$ cat config.mk
export PLATFORM = sky130hd
export DESIGN_NAME = crc_byte_step
export DESIGN_NICKNAME = d
export VERILOG_FILES = /design/src/rtl/crc_pkg.sv /design/src/rtl/crc_byte_step.sv
export SDC_FILE = /design/constraint.sdc
export NUM_CORES = 1
export LEC_CHECK = 0
export CORE_ASPECT_RATIO = 1.25
export CORE_MARGIN = 4
export CORE_UTILIZATION = 37
export DETAILED_ROUTE_END_ITERATION = 8
export PLACE_DENSITY_LB_ADDON = 0.3
export SLEW_MARGIN = 20
export SYNTH_ARGS = -nofsm -noshare
export SYNTH_HDL_FRONTEND = slang
export SYNTH_SLANG_ARGS = --single-unit
$ cat constraint.sdc
create_clock -name vclk -period 1.53
set_input_delay 0.153 -clock vclk [all_inputs]
set_output_delay 0.153 -clock vclk [all_outputs]
set_load 0.03 [all_outputs]
$ cat src/rtl/crc_pkg.sv
// Shared constants, state type and keep helper for the streaming CRC-32 frame checker.
package crc_pkg;

    localparam int unsigned CRC_W       = 32;
    localparam logic [31:0] CRC_POLY    = 32'h04C11DB7;
    localparam logic [31:0] CRC_INIT    = 32'hFFFFFFFF;
    localparam logic [31:0] CRC_RESIDUE = 32'hC704DD7B;

    typedef enum logic {
        IDLE,
        IN_FRAME
    } crc_chk_state_e;

    // Number of set bits in a byte-enable mask, for beats of up to 16 bytes.
    function automatic logic [4:0] popcount_keep(input logic [15:0] keep);
        logic [4:0] cnt;
        cnt = '0;
        for (int i = 0; i < 16; i++) begin
            cnt = cnt + 5'(keep[i]);
        end
        return cnt;
    endfunction

endpackage

$ cat src/rtl/crc_byte_step.sv
// One byte of CRC-32 update: bits enter LSB first into a left-shifting register.
module crc_byte_step
    import crc_pkg::*;
(
    input  logic [CRC_W-1:0] crc_cur,
    input  logic [7:0]       byte_data,
    output logic [CRC_W-1:0] crc_next
);

    always_comb begin
        crc_next = crc_cur;
        for (int i = 0; i < 8; i++) begin
            if (crc_next[CRC_W-1] ^ byte_data[i]) begin
                crc_next = {crc_next[CRC_W-2:0], 1'b0} ^ CRC_POLY;
            end else begin
                crc_next = {crc_next[CRC_W-2:0], 1'b0};
            end
        end
    end

endmodule

==> metrics.yaml, run 1 <==
floorplan:
  initial_utilization: 0.395
  fp.dieW_um: 54.3
  io_pins: 72
  die_y_um: 65.8
  rows: 20
outcome:
  lastStage: "global routing"
  stop_error: "[ERROR DPL-0038] Utilization greater than 100%, impossible to legalize"
  status: "stopped before the end"
yosys:
  syn_area_um2: 990
  ys_types: 10
  syn_avg_cell_area_um2: 15.7
  seq_area_frac_synth: 0
  yosys_warnings: 0
  synthCells: 63
  syn_nets: 103
sta:
  worstEpCategory: "output port"
  crit_endpoint: "crc_next[17]"
placed_design:
  place_hpwl_um: 2430
  postPlaceCellArea_mm2: 0.00190
  place_ws_ns: -0.988
  gp_congestion: 0.710
  io_buffers: 72
global_routing:
  grt_max_degree: 6
## per-stage QoR
step / instances / hold slack [ns]
detailed placement: 192 / 1.00
CTS: 210 / 0.976
global placement: 192 / 1.00
floorplan: 63 / 0.429
## cells in the mapped netlist
| cell | instances | area [um^2] |
|---|---|---|
| xnor3_1 | 7 | 158 |
| inv_1 | 1 | 3.75 |
| xnor3_2 | 2 | 47.6 |
| xor3_2 | 1 | 25.0 |
| xor3_1 | 8 | 190 |
| xor2_1 | 7 | 61.3 |
| xnor2_1 | 25 | 219 |
| xnor2_2 | 3 | 48.8 |
| xnor2_4 | 8 | 220 |
| xor2_2 | 1 | 16.3 |
## kinds of logic after synthesis
group     count (synthesis)  share of synthesized area
xor+xnor                 62                      0.996
buf+inv                   1                    0.00379
## what timing repair did
action                                 4_1_cts
setup endpoints to repair                   31
endpoints found under the hold margin        0
hold buffers                                 0
buffers inserted                            18
pin swaps                                   30
resized for setup                          174
==> run 2, diff against run 1 <==
CORE_AREA = 4 4 65 67   (was unset)
CORE_ASPECT_RATIO = unset   (was 1.25)
CORE_MARGIN = unset   (was 4)
CORE_UTILIZATION = unset   (was 37)
DIE_AREA = 0 0 69 71   (was unset)
PLACE_DENSITY_LB_ADDON = 0.15   (was 0.3)
==> run 2 against run 1 <==
Compared with the run above: the flow now finishes, with violations (negative setup slack); synthesized cell count did not move; area after synthesis did not move.
==> metrics.yaml, run 2 <==
yosys:
  syn_area_um2: 990  # unchanged
  yosysMostFrequentCell: "xnor2_1"  # unchanged
  synth_common_cells: "xnor2_1, xnor2_4, xor3_1"  # unchanged
  yosysTopAreaCell: "xnor2_4"  # unchanged
  synth-compound-area-share: 0  # unchanged
  syn_avg_cell_area_um2: 15.7  # unchanged
  netlist.area_leader.share: 0.223  # unchanged
  ys_top_cells_by_area: "xnor2_4, xnor2_1, xor3_1"  # unchanged
  synthMuxAreaShare: 0  # unchanged
  synth-adder-area-share: 0  # unchanged
  synth_top_family_by_area: "XOR/XNOR gates"  # unchanged
  yosys.area_share.simple: 0  # unchanged
  syn_nets: 103  # unchanged
  seq_area_frac_synth: 0  # unchanged
  synthCells: 63  # unchanged
  ys_types: 10  # unchanged
  yosys_warnings: 0  # unchanged
  synthXorXnorAreaFrac: 0.996  # unchanged
worst_setup_path:
  critPathMostFrequentCell: "buf_6"
  crit_arrival_ns: 1.48
  cpLargestDelayFamily: "buffers and inverters"
  crit_fanout: 2
  worstSetupPathType: "primary input to output port"
  path_cells: "buf_8, xnor2_4, buf_6, buf_6, buf_6, xnor2_4, buf_6, xnor3_2, buf_6"
  worstPathRequired_ns: 1.38
  crit_path_start_kind: "primary input"
  crit_buf_inv: 6
  critPathMaxStageDelay_ns: 0.35
  endpoint_kind: "output port"
  cp_slowest_cell: "xnor3_2"
placed_design:
  io_buffers: 72  # unchanged
  place_ws_ns: -0.959  # was -0.988 ns
  gp_congestion: 0.749  # was 0.710
  place_hpwl_um: 2290  # was 2430 um
layout:
  area_growth_pct: 163
  clkbuf_count: 0
  drive_gt1_frac: 0.720
  antenna_cells: 0
  finish.utilization: 0.716
  layout_commonest_cell: "buf_6"
  fill_cells: 246
  seq_cells: 0
  nNetsFinal: 231
  ff_latch_area_um2: 0
  final_cell_mix: "buf_6, buf_4, clkdlybuf4s50_1"
global_routing:
  busiest_layer: "met2"
  grt_use_total: 0.130
  grt_max_degree: 7
  use_met1: 0.145
  met3_usage: 0.0256
  grt_pass1_vias: 1098
  antenna_found_initial: 0
  met2_usage: 0.256
  gr-total-overflow: 0
  grt_pass1_wl_um: 5270
routing:
  drc_errors: 0
  antenna_left: 0
  wl_per_cell_um: 14.0
  num_vias: 942
  wirelength_um: 3320
  vias_per_cell: 3.97
  first_iter_violations: 7
  firstDrtPassIters: 3
sta:
  setup_slack_ns: -0.103
  drv_slew: 0
  max_freq_ghz: 0.612
  slew_headroom: 0.817
  worstMarginPinSlew_ns: 0.273
  period_share: 1.07
  setup_tns_ns: -0.802
  rsz0062_at_grt: "true"
  min_period_ns: 1.63
  setup_viol: 15
  hold_viol: 0
  hold_slack_ns: 0.976
outcome:
  status: "complete, but fails checks"  # was stopped before the end
  violations: "negative setup slack"
floorplan:
  die_area_mm2: 0.00490
  fp.dieW_um: 69  # was 54.3 um
  die_y_um: 71  # was 65.8 um
  io_pins: 72  # unchanged
  core_area_mm2: 0.00363
  rows: 22  # was 20
  initial_utilization: 0.272  # was 0.395
flow_run:
  maxCapViolations: 0
hold_path:
  hold_class: "primary input to output port"
power_and_ir_drop:
  p_per_area_mw_per_mm2: 1200
  peakVddDrop_uv: 992
  p_leak_uw: 0.00124
clock_tree:
  ctsHoldBuffers: 0  # unchanged
-- run 2: stage by stage --
step / total power (uW) / instances / cell area, um^2
6_report: 3110 / 237 / 2600
5_1_grt: 3260 / 237 / 2600
4_1_cts: 2920 / 229 / 2340
3_5_place_dp: 2500 / 202 / 1890
3_3_place_gp: 2500 / 202 / 1890
2_1_floorplan: 1550 / 63 / 1020
-- run 2: repair_timing --
| item | in CTS | in global routing |
|---|---|---|
| gates resized for setup | 179 | 41 |
| setup buffers | 28 | 10 |
| pin swaps | 30 | 26 |
| endpoints found under the setup margin | 32 | 24 |
-- run 2: cells by family after synthesis --
group,after synthesis
XOR/XNOR,62
buffers and inverters,1
-- run 2: final cells by class --
| cell class | count | area [um^2] | share of cell area |
|---|---|---|---|
| inverters | 1 | 3.75 | 0.00144 |
| multi-input cells | 62 | 1210 | 0.466 |
| well taps | 48 | 60.1 | 0.0231 |
| repair buffers | 126 | 1330 | 0.510 |
-- run 2: worst paths after layout --
check	startpoint	cells past startpoint	to	slack (ns)
worst max-delay path	byte_data[7]	9	crc_next[5]	-0.10
worst min-delay path	crc_cur[28]	6	crc_next[20]	0.98
-- run 2: worst min-delay path: cells and delay by family --
family                    cells  cell delay (ns)
buffers and inverters         4             0.47
xor gates and xnor gates      2             0.19
-- run 2: metal layers --
layer / routed length [um] / up-vias
met1: 1090 / 440
met2: 1990 / 42
met4: 15 / 0
met5: 0 / -
met3: 219 / 2
li1: - / 458
-- run 2: power breakdown --
group | internal, uW | switching (uW)
Combinational | 1680 | 1430
Clock | 0 | 0
Sequential | 0 | 0
Total | 1680 | 1430
Power figures use the tool's default switching activity.
